$ cat src/rtl/peripheral_uart_rx.sv
`timescale 1ns/1ps
// -----------------------------------------------------------------------------
// peripheral_uart_rx
//   J1 I/O-bus slave that receives 8N1 serial data and buffers the received
//   bytes in a small FIFO. Firmware polls STATUS and pops bytes through DATA.
//
//   Register map (accesses qualified by cs):
//     4'h0 DATA   read : {8'h00, FIFO head} (16'h0000 when empty); pops
//     4'h2 STATUS read : {12'h000, overrun, frame_err, full, ~empty}
//     4'h2 STATUS write: d_in[3]=1 clears overrun, d_in[2]=1 clears frame_err
//     others           : read 16'h0000, writes ignored
//
//   Ports:
//     clk      system clock, rising edge
//     rst      asynchronous active-high reset
//     d_in     bus write data
//     cs       chip-select from the SoC address decoder
//     addr     register offset
//     rd, wr   one-cycle bus strobes
//     d_out    combinational read data (16'h0000 when cs=0)
//     uart_rx  serial line, idle high, asynchronous to clk
//     rx_avail high while the FIFO holds at least one byte
//
//   FIFO_DEPTH must be a power of 2 and at least 2.
// -----------------------------------------------------------------------------
module peripheral_uart_rx #(
    parameter int CLK_FREQ   = 50000000,
    parameter int BAUD       = 115200,
    parameter int FIFO_DEPTH = 4
) (
    input  logic        clk,
    input  logic        rst,
    input  logic [15:0] d_in,
    input  logic        cs,
    input  logic [3:0]  addr,
    input  logic        rd,
    input  logic        wr,
    output logic [15:0] d_out,
    input  logic        uart_rx,
    output logic        rx_avail
);

    localparam int DIV_RAW = CLK_FREQ / (BAUD * 16);
    localparam int DIV     = (DIV_RAW < 1) ? 1 : DIV_RAW;
    localparam int DIV_W   = (DIV > 1) ? $clog2(DIV) : 1;
    localparam int AW      = $clog2(FIFO_DEPTH);
    localparam int PW      = AW + 1;

    typedef enum logic [1:0] {
        IDLE,
        START,
        DATA,
        STOP
    } state_t;

    // ---------------------------------------------------------------------
    // Input synchronizer plus one delayed copy for falling-edge detection.
    // Preset to 1 so reset release never looks like a start edge.
    // ---------------------------------------------------------------------
    logic rx_meta, rx_sync, rx_prev;

    // NOTE: sequential state is always updated with non-blocking assignments
    // so every flop samples the pre-edge values of its neighbours.
    always_ff @(posedge clk or posedge rst) begin
        if (rst) begin
            rx_meta <= 1'b1;
            rx_sync <= 1'b1;
            rx_prev <= 1'b1;
        end else begin
            rx_meta <= uart_rx;
            rx_sync <= rx_meta;
            rx_prev <= rx_sync;
        end
    end

    logic rx_fall;
    assign rx_fall = rx_prev & ~rx_sync;

    // ---------------------------------------------------------------------
    // 16x oversampling tick; free-running, cleared only by reset.
    // ---------------------------------------------------------------------
    logic [DIV_W-1:0] div_cnt;
    logic             tick;

    assign tick = (div_cnt == DIV_W'(DIV - 1));

    always_ff @(posedge clk or posedge rst) begin
        if (rst) begin
            div_cnt <= '0;
        end else if (tick) begin
            div_cnt <= '0;
        end else begin
            div_cnt <= div_cnt + DIV_W'(1);
        end
    end

    // ---------------------------------------------------------------------
    // Receive FSM
    // ---------------------------------------------------------------------
    state_t     state_q, state_d;
    logic [3:0] tc_q, tc_d;
    logic [2:0] bi_q, bi_d;
    logic [7:0] shreg_q, shreg_d;
    logic       push_req;
    logic       frame_set;

    always_ff @(posedge clk or posedge rst) begin
        if (rst) begin
            state_q <= IDLE;
            tc_q    <= '0;
            bi_q    <= '0;
            shreg_q <= '0;
        end else begin
            state_q <= state_d;
            tc_q    <= tc_d;
            bi_q    <= bi_d;
            shreg_q <= shreg_d;
        end
    end

    // NOTE: every output of this block gets a default first, so no path
    // leaves a signal unassigned and no latch is inferred.
    always_comb begin
        state_d   = state_q;
        tc_d      = tc_q;
        bi_d      = bi_q;
        shreg_d   = shreg_q;
        push_req  = 1'b0;
        frame_set = 1'b0;

        unique case (state_q)
            IDLE: begin
                if (rx_fall) begin
                    tc_d    = '0;
                    state_d = START;
                end
            end

            START: begin
                if (tick) begin
                    if (tc_q == 4'd7) begin
                        // Mid start bit: a high line means the edge was a glitch.
                        if (!rx_sync) begin
                            tc_d    = '0;
                            bi_d    = '0;
                            state_d = DATA;
                        end else begin
                            state_d = IDLE;
                        end
                    end else begin
                        tc_d = tc_q + 4'd1;
                    end
                end
            end

            DATA: begin
                if (tick) begin
                    // tc wraps 15 -> 0 on its own; the wrap marks mid-bit.
                    tc_d = tc_q + 4'd1;
                    if (tc_q == 4'd15) begin
                        shreg_d = {rx_sync, shreg_q[7:1]};
                        bi_d    = bi_q + 3'd1;
                        if (bi_q == 3'd7) begin
                            state_d = STOP;
                        end
                    end
                end
            end

            STOP: begin
                if (tick) begin
                    tc_d = tc_q + 4'd1;
                    if (tc_q == 4'd15) begin
                        if (rx_sync) begin
                            push_req = 1'b1;
                        end else begin
                            frame_set = 1'b1;
                        end
                        state_d = IDLE;
                    end
                end
            end

            default: state_d = IDLE;
        endcase
    end

    // ---------------------------------------------------------------------
    // Receive FIFO; pointers carry one extra wrap bit to tell full from empty.
    // ---------------------------------------------------------------------
    logic [7:0]  mem [FIFO_DEPTH];
    logic [PW-1:0] wptr, rptr;
    logic        empty, full, pop, push;

    assign empty = (wptr == rptr);
    assign full  = (wptr[AW] != rptr[AW]) && (wptr[AW-1:0] == rptr[AW-1:0]);
    assign pop   = cs & rd & (addr == 4'h0) & ~empty;
    // A pop in the same cycle frees the slot the push is about to use.
    assign push  = push_req & (~full | pop);

    always_ff @(posedge clk or posedge rst) begin
        if (rst) begin
            wptr <= '0;
            rptr <= '0;
        end else begin
            if (push) wptr <= wptr + PW'(1);
            if (pop)  rptr <= rptr + PW'(1);
        end
    end

    // NOTE: the storage array is deliberately not reset; the pointers alone
    // define which entries are valid.
    always_ff @(posedge clk) begin
        if (push) mem[wptr[AW-1:0]] <= shreg_q;
    end

    // ---------------------------------------------------------------------
    // Sticky error flags; a set event beats a same-cycle clear.
    // ---------------------------------------------------------------------
    logic overrun, frame_err, status_wr;

    assign status_wr = cs & wr & (addr == 4'h2);

    always_ff @(posedge clk or posedge rst) begin
        if (rst) begin
            overrun   <= 1'b0;
            frame_err <= 1'b0;
        end else begin
            if (push_req && !push)          overrun <= 1'b1;
            else if (status_wr && d_in[3])  overrun <= 1'b0;

            if (frame_set)                  frame_err <= 1'b1;
            else if (status_wr && d_in[2])  frame_err <= 1'b0;
        end
    end

    logic unused_d_in;
    assign unused_d_in = ^{d_in[15:4], d_in[1:0]};

    // ---------------------------------------------------------------------
    // Bus read mux and status output
    // ---------------------------------------------------------------------
    always_comb begin
        d_out = 16'h0000;
        if (cs) begin
            case (addr)
                4'h0: if (!empty) d_out = {8'h00, mem[rptr[AW-1:0]]};
                4'h2: d_out = {12'h000, overrun, frame_err, full, ~empty};
                default: d_out = 16'h0000;
            endcase
        end
    end

    assign rx_avail = ~empty;

endmodule

$ cat config.mk
export PLATFORM = sky130hd
export DESIGN_NAME = peripheral_uart_rx
export DESIGN_NICKNAME = d
export VERILOG_FILES = /design/src/rtl/peripheral_uart_rx.sv
export SDC_FILE = /design/constraint.sdc
export NUM_CORES = 1
export LEC_CHECK = 0
export BUFFER_PORTS_ARGS = -buffer_cell sky130_fd_sc_hd__buf_2
export CAP_MARGIN = 25
export CORE_MARGIN = 8
export CORE_UTILIZATION = 51
export DETAILED_ROUTE_END_ITERATION = 8
export PLACE_DENSITY = 0.85
export SYNTH_ARGS = -nofsm -noshare
export SYNTH_HDL_FRONTEND = slang
export SYNTH_SLANG_ARGS = --single-unit
$ cat constraint.sdc
create_clock -name clk -period 2 [get_ports clk]
set_input_delay 0.4 -clock clk [delete_from_list [all_inputs] [get_ports clk]]
set_output_delay 0.4 -clock clk [all_outputs]
set_load 0.02 [all_outputs]
==> flow_results.org <==
** STA
- Setup repair after global routing could not meet its margin everywhere.
- The worst path in the final design needs a cycle of between 2 and 2.5 ns, including I/O delays and setup.
- Setup violations remaining at the end of the flow were counted as 8.
- Max-slew violation count :: 0
- Setup TNS :: -0.951 ns
- Fin. Hold Viols :: 0
- Final critical-path setup slack :: -0.155 ns
- The clock arrives with approximately 0.011 ns of skew.
- Derived from the worst setup path, the maximum achievable clock frequency is around 460 MHz.
- Final critical-path share of the clock period :: 1.08

** GRT
- First-pass GRT wire length :: roughly 9.1 mm
- The number of antenna violations at the first check in global routing was 0.
- Entering global routing, the biggest net connects 34 pins.
- For this run, the total global-route usage over all layers was measured as 0.138.
- Vias in the first global route :: 1903
- After global routing the overflow that remains totals 0.

** Clocking
- Buffers inserted to repair hold after CTS numbered 0.
- Clock-pin slew on the worst setup and hold paths :: around 0.08 ns
- TritonCTS sink count :: 65
- CTS tree :: done
- The clock passes through at most 2 buffers.
- At the later pin of the worst-skew pair, clock insertion delay measures 0.34 ns.
- The tree is rooted in a sky130_fd_sc_hd__clkbuf_8.
- Counting the buffers created by CTS gives 9.
- CTS built an H-tree with a depth of 3.

** Critical path
- Family of cells with the greatest summed delay on the critical path :: multiplexers
- Register-to-Register Setup Slack :: 0.09 ns
- Most used cell along the critical path :: sky130_fd_sc_hd__buf_6
- STA classifies the critical path startpoint as a register.
- The largest individual stage delay along the critical path comes from the cell sky130_fd_sc_hd__mux4_2.
- Critical setup path kind :: register to output port
- Critical Path Max Stage Delay :: slightly below 0.5 ns
- Worst path buffer plus inverter count :: 2
- CP Capture Type :: output port
- Cell depth of the worst setup path :: 4
- Data on the critical path arrives at its endpoint at 1.75 ns.
- Along the worst path, the maximum fanout reaches 5.
- Traced cell by cell, the critical path runs through buf_6, mux4_2, o211a_1, buf_6.
- For the worst setup path, the data required time is 1.60 ns.
- Reg2reg path depth :: 7

** Power
- Logic gate share of total power :: 0.142
- In this run the power density over the cells is 831 mW/mm^2.
- In this run the static leakage power is 1.62 nW.
- Proportion of total power due to net switching :: 0.248
- The share of total power dissipated in the clock network is 0.366.
- Reg power frac :: 0.492
- The internal power of the cells totals 0.00228 W.
- Worst VDD drop :: 0.000438 V
- For this design the total switching power over the nets is 0.000754 W.

** Detailed routing
- After the first detailed-routing iteration, the DRC count stood at 67.
- Wire length reported by the detailed router :: 5.59 mm
- Met2 routed wirelength :: about 2.9 mm
- Post-detailed-route count of antenna-violating nets :: 0
- First-pass iteration count of the detailed router :: 4
- Met1 routed wirelength after detailed routing :: 2.34 mm
- After detailed routing, the number of remaining DRC violations is 0.
- Detailed routing placed a total of approximately 360 um of wire on met3.
- Detail-routed net length per standard cell :: ~17 um
- In this run the top signal layer used is met4.
- In the routed layout, each cell is associated on average with a via count of 5.44.
- Vias :: roughly 1800

** Floorplanning
- The initial utilization of the core area, before any placement, comes to 0.531.
- The floorplan step set the die width to 92.2 um.
- The die covers approximately 0.0085 mm^2.
- Number of placement rows :: 27
- Boundary pin count :: 43
- Measured along the y axis, the die boundary spans 92.2 um.
- In this run the standard cell core region covers 0.00557 mm^2.

** Synth
- In this run the cell area of the synthesized design comes to 0.00296 mm^2.
- The largest total area in the synthesized netlist belongs to sky130_fd_sc_hd__edfxtp_1.
- In this run, synthesis inferred 32 flip-flops with an integrated enable.
- Gate count after technology mapping :: 210
- Share of async-settable or async-resettable flops after synthesis :: 0.508
- Distinct cell type count after synthesis :: between 40 and 50
- Dominant cells by area after synthesis :: sky130_fd_sc_hd__edfxtp_1 (32%), sky130_fd_sc_hd__dfrtp_1 (25%), sky130_fd_sc_hd__mux4_2 (6.1%)
- Top FF cell, synth :: sky130_fd_sc_hd__edfxtp_1
- Of the post-synthesis cell area, the dominant cell type holds 0.324.
- Average size of a mapped cell :: between 10 and 15 um^2
- Counting flops and latches in the post-synthesis netlist gives 65.
- For this run, the register share of the synthesized area comes to 0.605.
- Yosys printed 0 warnings.

** Finish
- Leaving out fill and tap cells, the most frequent cell in the layout is sky130_fd_sc_hd__edfxtp_1.
- Relative to the synthesized area, the layout overhead comes to 23.5%.
- The filler cells instantiated in the layout total between 300 and 400.
- Layout Nets :: 297
- Most used cells in the layout excluding fill and tap cells :: sky130_fd_sc_hd__edfxtp_1 (32), sky130_fd_sc_hd__dfrtp_1 (28), sky130_fd_sc_hd__buf_4 (19)
- Leaving out filler cells and counting taps, the final layout contains 338.
- In the final layout, the share of cells above drive strength 1 is 0.380.
- Summing all flip-flop and latch instances after layout gives 0.00179 mm^2.
- 0 antenna diodes ended up in the layout.
- Area occupied by multi-input gates :: approximately 0.0011 mm^2

** Placed design
- Weighted congestion at the end of routability-driven global placement :: 0.800
- Final HPWL from detailed placement :: 4.00 mm
- Placed Cells :: ~320
- Port buffering added 20 buffers.

** Run
- Max-Cap Viols :: 0

** Outcome
- Outcome :: complete, but fails checks
- The checks that failed: setup timing.

** Min path
- The min-delay analysis places its worst path in the category primary input to async pin.
-- routing by layer --
| metal | GRT usage | vias to the layer above |
|---|---|---|
| li1 | - | 867 |
| met1 | 0.169 | 921 |
| met2 | 0.221 | 50 |
| met3 | 0.0407 | 2 |
| met4 | 0.0604 | 0 |
| met5 | 0 | - |
-- synthesized netlist by cell type (2+ instances only) --
cell	count
sky130_fd_sc_hd__a21oi_1	4
sky130_fd_sc_hd__a22o_1	4
sky130_fd_sc_hd__and2_1	6
sky130_fd_sc_hd__and3_1	2
sky130_fd_sc_hd__buf_2	2
sky130_fd_sc_hd__buf_4	10
sky130_fd_sc_hd__dfrtp_1	30
sky130_fd_sc_hd__dfstp_2	3
sky130_fd_sc_hd__edfxtp_1	32
sky130_fd_sc_hd__ha_1	10
sky130_fd_sc_hd__inv_1	12
sky130_fd_sc_hd__mux2_2	9
sky130_fd_sc_hd__mux4_2	8
sky130_fd_sc_hd__nand2_1	8
sky130_fd_sc_hd__nand3_1	11
sky130_fd_sc_hd__nand3b_1	3
sky130_fd_sc_hd__nor2_1	8
sky130_fd_sc_hd__nor2b_1	4
sky130_fd_sc_hd__nor3_1	3
sky130_fd_sc_hd__o211ai_1	3
sky130_fd_sc_hd__o21ai_0	6
sky130_fd_sc_hd__xnor2_1	6
sky130_fd_sc_hd__xor2_1	3
-- power by group through the flow --
stage | Sequential (W) | Combinational (W) | Clock, W
2_1_floorplan | 0.00149 | 0.000268 | 0
3_3_place_gp | 0.00152 | 0.000360 | 0
3_5_place_dp | 0.00152 | 0.000369 | 0
4_1_cts | 0.00149 | 0.000418 | 0.00114
5_1_grt | 0.00150 | 0.000476 | 0.00119
6_report | 0.00149 | 0.000431 | 0.00111
-- metrics by stage --
step / hold slack [ns] / cell area [um^2] / utilization / power (W) / setup WS (ns)
floorplan: 0.345 / 2990 / - / 0.00176 / -0.111
global placement: 0.345 / 3280 / 0.589 / 0.00188 / 0.0675
detailed placement: 0.348 / 3280 / 0.589 / 0.00189 / 0.00436
CTS: 0.143 / 3560 / 0.639 / 0.00304 / -0.173
global route: 0.138 / 3660 / 0.656 / 0.00316 / -0.220
finish: 0.140 / 3660 / 0.656 / 0.00304 / -0.155
-- final timing paths --
path,startpoint,to
worst max-delay path,rptr[0]$_DFFE_PP0P_,d_out[0]
worst min-delay path,rst,shreg_q[5]$_DFFE_PP0P_
worst max register to register,div_cnt[0]$_DFF_PP0_,shreg_q[2]$_DFFE_PP0P_
worst min register to register,rx_meta$_DFF_PP1_,rx_sync$_DFF_PP1_
max in group asynchronous,rst,rx_prev$_DFF_PP1_
min in group clk,uart_rx,rx_meta$_DFF_PP1_
-- worst min-delay path, cell delays in order --
cell	delay, ns
sky130_fd_sc_hd__buf_2	0.09
sky130_fd_sc_hd__inv_1	0.04
sky130_fd_sc_hd__buf_4	0.36
-- flip-flops by register name (all words and copies together) (netlist names), named ones only --
name,cells
shreg_q,8
rx_prev,1
rx_meta,1
bi_q,3
tc_q,4
state_q,1
frame_err,1
wptr,3
rptr,3
rx_sync,1
div_cnt,5
overrun,1
mem,32
-- logic make-up after synthesis --
group	count (synthesis)	share of synthesized area
compound gates	27	0.0676
xor+xnor	9	0.0266
fa+ha+maj	10	0.0422
buf+inv	25	0.0456
flops	65	0.605
mux	19	0.102
other cells	1	0.00127
simple gates	54	0.110
-- timing repair --
item	4_1_cts	5_1_grt
setup endpoints to repair	15	41
gates cloned	0	1
pin swaps	2	4
buffers inserted	4	2
resized for setup	19	21
hold endpoints to repair	0	0
-- cell type report --
type | instances | share of cell area
multi-input cells | 127 | 0.308
flip-flops and latches | 65 | 0.490
repair buffers | 46 | 0.109
well taps | 72 | 0.0246
clock inverters | 6 | 0.0181
clock buffers | 10 | 0.0376
inverters | 12 | 0.0123
Power figures use the tool's default switching activity.
